## src/rtl/concat_pkg.sv

```systemverilog
// Shared definitions for the word/byte conversion paths: byte transform
// encodings and the unpacker state machine states.
package concat_pkg;

   typedef enum logic [1:0] {
      MODE_PASS = 2'b00,
      MODE_SWAP = 2'b01,
      MODE_ROR  = 2'b10,
      MODE_ROL  = 2'b11
   } mode_t;

   typedef enum logic [1:0] {
      IDLE   = 2'b00,
      FIRST  = 2'b01,
      SECOND = 2'b10
   } state_t;

endpackage

```

## src/rtl/byte_transform.sv

```systemverilog
// Purely combinational per-byte transform: pass, bit-swap, rotate right by 1,
// rotate left by 1. Shared with the forward concatenation path.
module byte_transform
   import concat_pkg::*;
(
   input  logic [7:0] b,
   input  mode_t      mode,
   output logic [7:0] y
);

   always_comb begin
      y = b;
      case (mode)
         MODE_PASS: y = b;
         MODE_SWAP: begin
            for (int i = 0; i < 8; i++) begin
               y[i] = b[7-i];
            end
         end
         MODE_ROR:  y = {b[0], b[7:1]};
         MODE_ROL:  y = {b[6:0], b[7]};
         default:   y = b;
      endcase
   end

endmodule

```

## src/rtl/word_unpacker.sv

```systemverilog
// Splits 16-bit words into two transformed bytes with valid/ready on both
// sides; back-to-back words stream at one byte per cycle.
module word_unpacker
   import concat_pkg::*;
#(
   parameter int HIGH_FIRST = 1,
   parameter int CNT_W      = 8
)(
   input  logic             CLK,
   input  logic             RST,
   input  logic [15:0]      WORD_IN,
   input  logic [1:0]       MODE,
   input  logic             IN_VALID,
   output logic             IN_READY,
   output logic [7:0]       BYTE_OUT,
   output logic [3:0]       HIGH_NIBBLE,
   output logic [3:0]       LOW_NIBBLE,
   output logic             OUT_VALID,
   input  logic             OUT_READY,
   output logic             OUT_LAST,
   output logic [CNT_W-1:0] BYTE_CNT
);

   // Handshake: a transfer happens on a side only in a cycle where both
   // valid and ready are high; the sender holds its data until then.

   state_t           state;
   logic [15:0]      word_r;
   mode_t            mode_r;
   logic [CNT_W-1:0] byte_cnt;
   logic             in_fire;
   logic             out_fire;
   logic [7:0]       first_byte;
   logic [7:0]       second_byte;
   logic [7:0]       raw_byte;
   logic [7:0]       xf_byte;

   assign OUT_VALID = (state != IDLE);
   assign OUT_LAST  = (state == SECOND);
   // Combinational OUT_READY -> IN_READY path lets the next word slip in
   // while the second byte leaves, so there is no bubble between words.
   assign IN_READY  = !RST && ((state == IDLE) || ((state == SECOND) && OUT_READY));
   assign in_fire   = IN_READY && IN_VALID;
   assign out_fire  = OUT_VALID && OUT_READY;
   assign BYTE_CNT  = byte_cnt;

   assign first_byte  = (HIGH_FIRST != 0) ? word_r[15:8] : word_r[7:0];
   assign second_byte = (HIGH_FIRST != 0) ? word_r[7:0]  : word_r[15:8];
   assign raw_byte    = (state == SECOND) ? second_byte : first_byte;

   byte_transform u_xf (
      .b    (raw_byte),
      .mode (mode_r),
      .y    (xf_byte)
   );

   assign BYTE_OUT    = OUT_VALID ? xf_byte : 8'h00;
   assign HIGH_NIBBLE = BYTE_OUT[7:4];
   assign LOW_NIBBLE  = BYTE_OUT[3:0];

   always_ff @(posedge CLK or posedge RST) begin
      if (RST) begin
         state    <= IDLE;
         word_r   <= 16'h0000;
         mode_r   <= MODE_PASS;
         byte_cnt <= '0;
      end else begin
         if (out_fire) begin
            byte_cnt <= byte_cnt + CNT_W'(1);
         end
         if (in_fire) begin
            word_r <= WORD_IN;
            mode_r <= mode_t'(MODE);
         end
         case (state)
            IDLE:    if (IN_VALID) state <= FIRST;
            FIRST:   if (OUT_READY) state <= SECOND;
            SECOND:  if (OUT_READY) state <= IN_VALID ? FIRST : IDLE;
            default: state <= IDLE;
         endcase
      end
   end

endmodule

```

## config.mk

```make
export PLATFORM = sky130hd
export DESIGN_NAME = word_unpacker
export DESIGN_NICKNAME = d
export VERILOG_FILES = /design/src/rtl/concat_pkg.sv /design/src/rtl/byte_transform.sv /design/src/rtl/word_unpacker.sv
export SDC_FILE = /design/constraint.sdc
export NUM_CORES = 1
export LEC_CHECK = 0
export ABC_AREA = 1
export CAP_MARGIN = 0
export CORE_ASPECT_RATIO = 1.25
export CORE_MARGIN = 1.5
export CORE_UTILIZATION = 40
export DETAILED_ROUTE_END_ITERATION = 16
export GPL_TIMING_DRIVEN = 1
export PLACE_DENSITY = 0.69
export SYNTH_ARGS = -nofsm -noshare
export SYNTH_HDL_FRONTEND = slang
export SYNTH_SLANG_ARGS = --single-unit
```

## constraint.sdc

```tcl
create_clock -name CLK -period 2.55 [get_ports CLK]
set_input_delay 0.255 -clock CLK [delete_from_list [all_inputs] [get_ports CLK]]
set_output_delay 0.255 -clock CLK [all_outputs]
set_load 0.01 [all_outputs]
```

# == Word-level counts from Yosys, hierarchy flattened ==
# Cells that the tools add are included.
# word_totals
ff_bits,28
latchBits,0
ram_bits,0
rom_bits,0
inputBits,22
elab_cells,31
memories,0
# op_classes
n_addsub,1
n_mul,0
div,0
order_cmp,0
n_eq_ne,8
shift,0
muxes,8
bitwise,0
reduce_logical,10
# ops
operator,count
$pmux 8 s4,1
$mux 8,2
$add 8x1->8 const B,1
$eq 2x2->1 const B,3
$mux 2,3
$ne 2x2->1 const B,3
$pmux 2 s3,1
$eq 2x1->1 const B,2
$logic_and 1x1->1,4
$logic_not 2->1,2
$reduce_and 3->1,1
$reduce_bool 2->1,1
$logic_not 1->1,1
$logic_or 1x1->1,1
$mux 1,1

# == Logic depth before layout (Yosys ltp) ==
# depth
ltp_word,5
mapped_depth,9
ltp_nobuf,7

# == Hierarchy ==
# A second synthesis with hierarchy kept.
# unflattened
cells_unflattened,238
hier_area_um2,1722.9
# by_module_without_submodules
module,n_inst,cells_per_inst,area_each_um2
word_unpacker,1,193,1498.9
byte_transform,1,45,224.0

# == Least setup slack after synthesis ==
# Ideal clock, no wire load.
# synth_timing
kind,input to register
startpoint,input RST
endpoint,register mode_r[1]
arrival_time_ns,1.471
required_ns,2.427
path_slack_ns,0.956
stages,5
n_path_buf,1
path_cell_list,inv_1 nand4_4 buf_6 nor2_1 a21oi_1
# synth_between
elab_chain_cells,3
# synth_rtl
element,line,text
"start, declared",word_unpacker.sv:10,"input logic RST,"
$logic_not 1->1 (no line),--,
$logic_and 1x1->1,word_unpacker.sv:42,assign IN_READY = !RST && ((state == IDLE) || ((state == SECOND) && OUT_READY));
$logic_and 1x1->1,word_unpacker.sv:43,assign in_fire = IN_READY && IN_VALID;
"end signal, assigned",word_unpacker.sv:73,mode_r <= mode_t'(MODE);
"end, declared",word_unpacker.sv:29,mode_t mode_r;
# No other way between the ends.
# A chain may end at the register's enable or synchronous reset.

# == Worst setup path in the final report ==
# layout_timing
startpoint,register state[0]
endpoint,output BYTE_OUT[5]
# layout_between
elab_chain_cells,4
elab_cells_between_ends,5
# layout_rtl
element,line,text
"start, declared",word_unpacker.sv:27,state_t state;
"start signal, assigned",word_unpacker.sv:78,SECOND: if (OUT_READY) state <= IN_VALID ? FIRST : IDLE;
$eq 2x2->1,word_unpacker.sv:49,assign raw_byte = (state == SECOND) ? second_byte : first_byte;
$mux 8,word_unpacker.sv:49,
$pmux 8 s4,byte_transform.sv:13,case (mode)
$mux 8 (*),word_unpacker.sv:57,assign BYTE_OUT = OUT_VALID ? xf_byte : 8'h00;
"end, declared",word_unpacker.sv:15,"output logic [7:0] BYTE_OUT,"
# Every way passes the cells marked *; elsewhere a longest branch is shown, timed or not.

==> results.toml <==
[status]
status = "finished clean"

[setup_path]
rr_startpoint = "state[0]"
crit_type = "flip-flop to output pin"
worstSetupStartpointType = "flip-flop"
crit_path_max_fanout = 15
rrSetupSlack_ps = 1130
worstPathArrival_ps = 2080
crit_path_end_kind = "output pin"
critPathRequiredTime_ps = 2300
crit_path_start = "state[0]"
rr_worst_depth = 4
r2r-end = "word_r[9]"

[sta]
fmax_mhz = 429
finClkSkew_ps = 1.07
setup_tns_ps = 0
hold_viol = 0
setup_violations = 0
maxSlewHeadroom_pct = 69.7
period_share_pct = 91.4
worst_slew_pin_slew_ps = 454
rsz0062_at_grt = "no"
slew_violations = 0
min_period_ps = 2330

[synthesis]
yosysWarnings = 0
async_reset_ff_share_pct = 100
muxShareOfSynthArea_pct = 0.674
yosysSeqAreaShare_pct = 41.9
synth-edff-count = 0
synth_fa_ha_area_share_pct = 0.749
synth_seq_cells = 28
synth_simple_gate_area_share_pct = 30.5
synthCells = 228
synthXorXnorAreaFrac_pct = 2.62
yosysUniqueCellTypes = 23
synth_top_family_by_area = "simple AND/OR/NAND/NOR gates"
synthesis.area_sq_um = 1670
synth_compound_area_share_pct = 9.73
syn-num-nets = 251
synth_ff_type = "dfrtp_1"
syn_area_per_cell_sq_um = 7.33

[place]
io_buffers = 48
dp.cells = 319
place_hpwl_um = 2790
routabilityCongestion = 0.894
postPlaceCellArea_sq_um = 2110

[route]
wire_per_inst_um = 11.3
ant_nets = 0
dr.pass1.iters = 4
finalWirelength_um = 3660
drc = 0
vias = 1557
drtIter0Drc = 68
via_per_inst = 4.82

[job]
cap_violations = 0

[clock_tree]
cts_root_buf = "clkbuf_8"
cts_tree = "yes"
cts_hold_buffers = 0
cts_buffers = 3
worstSkewPairLatency_ps = 270
cts.sink_count = 28
htreeDepth = 1
cts_max_path_buffers = 2
clk_pin_slew_ps = 100

[layout]
syn_to_final_growth_pct = 30.9
instances_no_fill = 323
fin_util_pct = 54.2
post-route-cell-area_sq_um = 2190
drive_gt1_share_pct = 4.87
layout.nets = 291
seq_area_sq_um = 702
fillCellCount = 401
diodes = 0
multi_input_area_sq_um = 746

[min_path]
worstHoldPathType = "primary input to asynchronous set/reset pin"

[global_routing]
grt_pass1_wl_um = 6220
overflow = 0
grt_usage_pct = 17.6
grt_pass1_vias = 1529
antenna_found_initial = 0
grt_start_max_net_pins = 37

[floorplanning]
initial_core_util_pct = 41.4
io_pins = 49
die_y_um = 75.3
rows = 26
die_w_um = 60.8
coreArea_sq_um = 4030
dieArea_sq_um = 4580

[power_and_ir_drop]
cellPowerDensity_nw_per_um2 = 1380
ir_worst_vdd_uv = 554
cellLeakagePower_uw = 0.00108
==> cell type report <==
class / count / area share (%)
multi-input cells: 157 / 34.1
clock buffers: 3 / 1.89
well taps: 56 / 3.20
flip-flops and latches: 28 / 32.1
clock inverters: 1 / 1.37
repair buffers: 49 / 22.3
inverters: 29 / 5.09
==> worst max-delay path, cell delays in order (launching register included) <==
cell	delay, ps
dfrtp_1	440
inv_4	160
nand2_4	130
nand2_1	140
nand3_1	100
nand2_1	100
nor2_1	50
nor2_1	110
clkdlybuf4s50_1	550
==> power breakdown <==
part	switching [uW]	total [uW]	internal, uW
clock	138	348	210
sequential	146	786	640
combinational	970	1880	911
==> stage by stage <==
stage / power, uW / hold WS, ps / setup slack, ps
after detailed placement: 2660 / 502 / 403
after global placement: 2630 / 492 / 456
after global routing: 3280 / 498 / 74.3
final: 3020 / 453 / 219
after floorplan: 2000 / 343 / 956
after CTS: 3010 / 474 / 76.9
==> kinds of logic after synthesis <==
kind of cell    after synthesis
compound gates               32
xor+xnor                      5
fa+ha+maj                     1
buf+inv                      43
flops                        28
mux                           1
simple gates                118
==> synthesized netlist by cell type, types with 3 or more instances <==
master | instances | area (sq um)
o21ai_1 | 5 | 25.0
a21oi_1 | 19 | 95.1
nand3_1 | 22 | 110
dfrtp_1 | 28 | 701
inv_1 | 27 | 101
buf_4 | 8 | 60.1
buf_6 | 5 | 56.3
xnor2_1 | 3 | 26.3
o21ai_0 | 7 | 35.0
nor2_1 | 38 | 143
nand2_1 | 51 | 191
==> placed cells by master, fill, tap and decap left out, types with 2 or more instances in the layout <==
cell type,instances
nor2_1,38
a21oi_1,19
clkbuf_8,3
xnor2_1,3
inv_1,27
dfrtp_1,27
o21ai_0,7
clkdlybuf4s50_1,48
nand2_1,51
nand3_1,22
nand3b_1,2
xor2_1,2
nand2_4,2
o21ai_1,5
==> worst max path at each step <==
stage	cells past startpoint	end
after detailed placement	7	HIGH_NIBBLE[0]
after global placement	7	BYTE_OUT[7]
after global routing	8	LOW_NIBBLE[1]
final	8	BYTE_OUT[5]
after floorplan	5	mode_r[1]
after CTS	7	BYTE_OUT[5]
==> timing repair <==
item                                    in CTS  in global routing
setup buffers                                0                  0
endpoints found under the setup margin       0                 16
resized for setup                            0                  3
==> flip-flops by register name, indices dropped and copies added (netlist names) <==
register / cells
word_r: 16
BYTE_CNT: 8
mode_r: 2
state: 2
==> layer usage <==
layer	vias to the layer above	global-route usage, %	part of all wire [%]
met1	700	21.4	45
li1	781	-	-
met3	8	2.92	6.4
met2	68	30.3	47
met4	0	7.73	1.9
met5	-	0	0
Note: power is estimated with default switching activity, not from simulation.
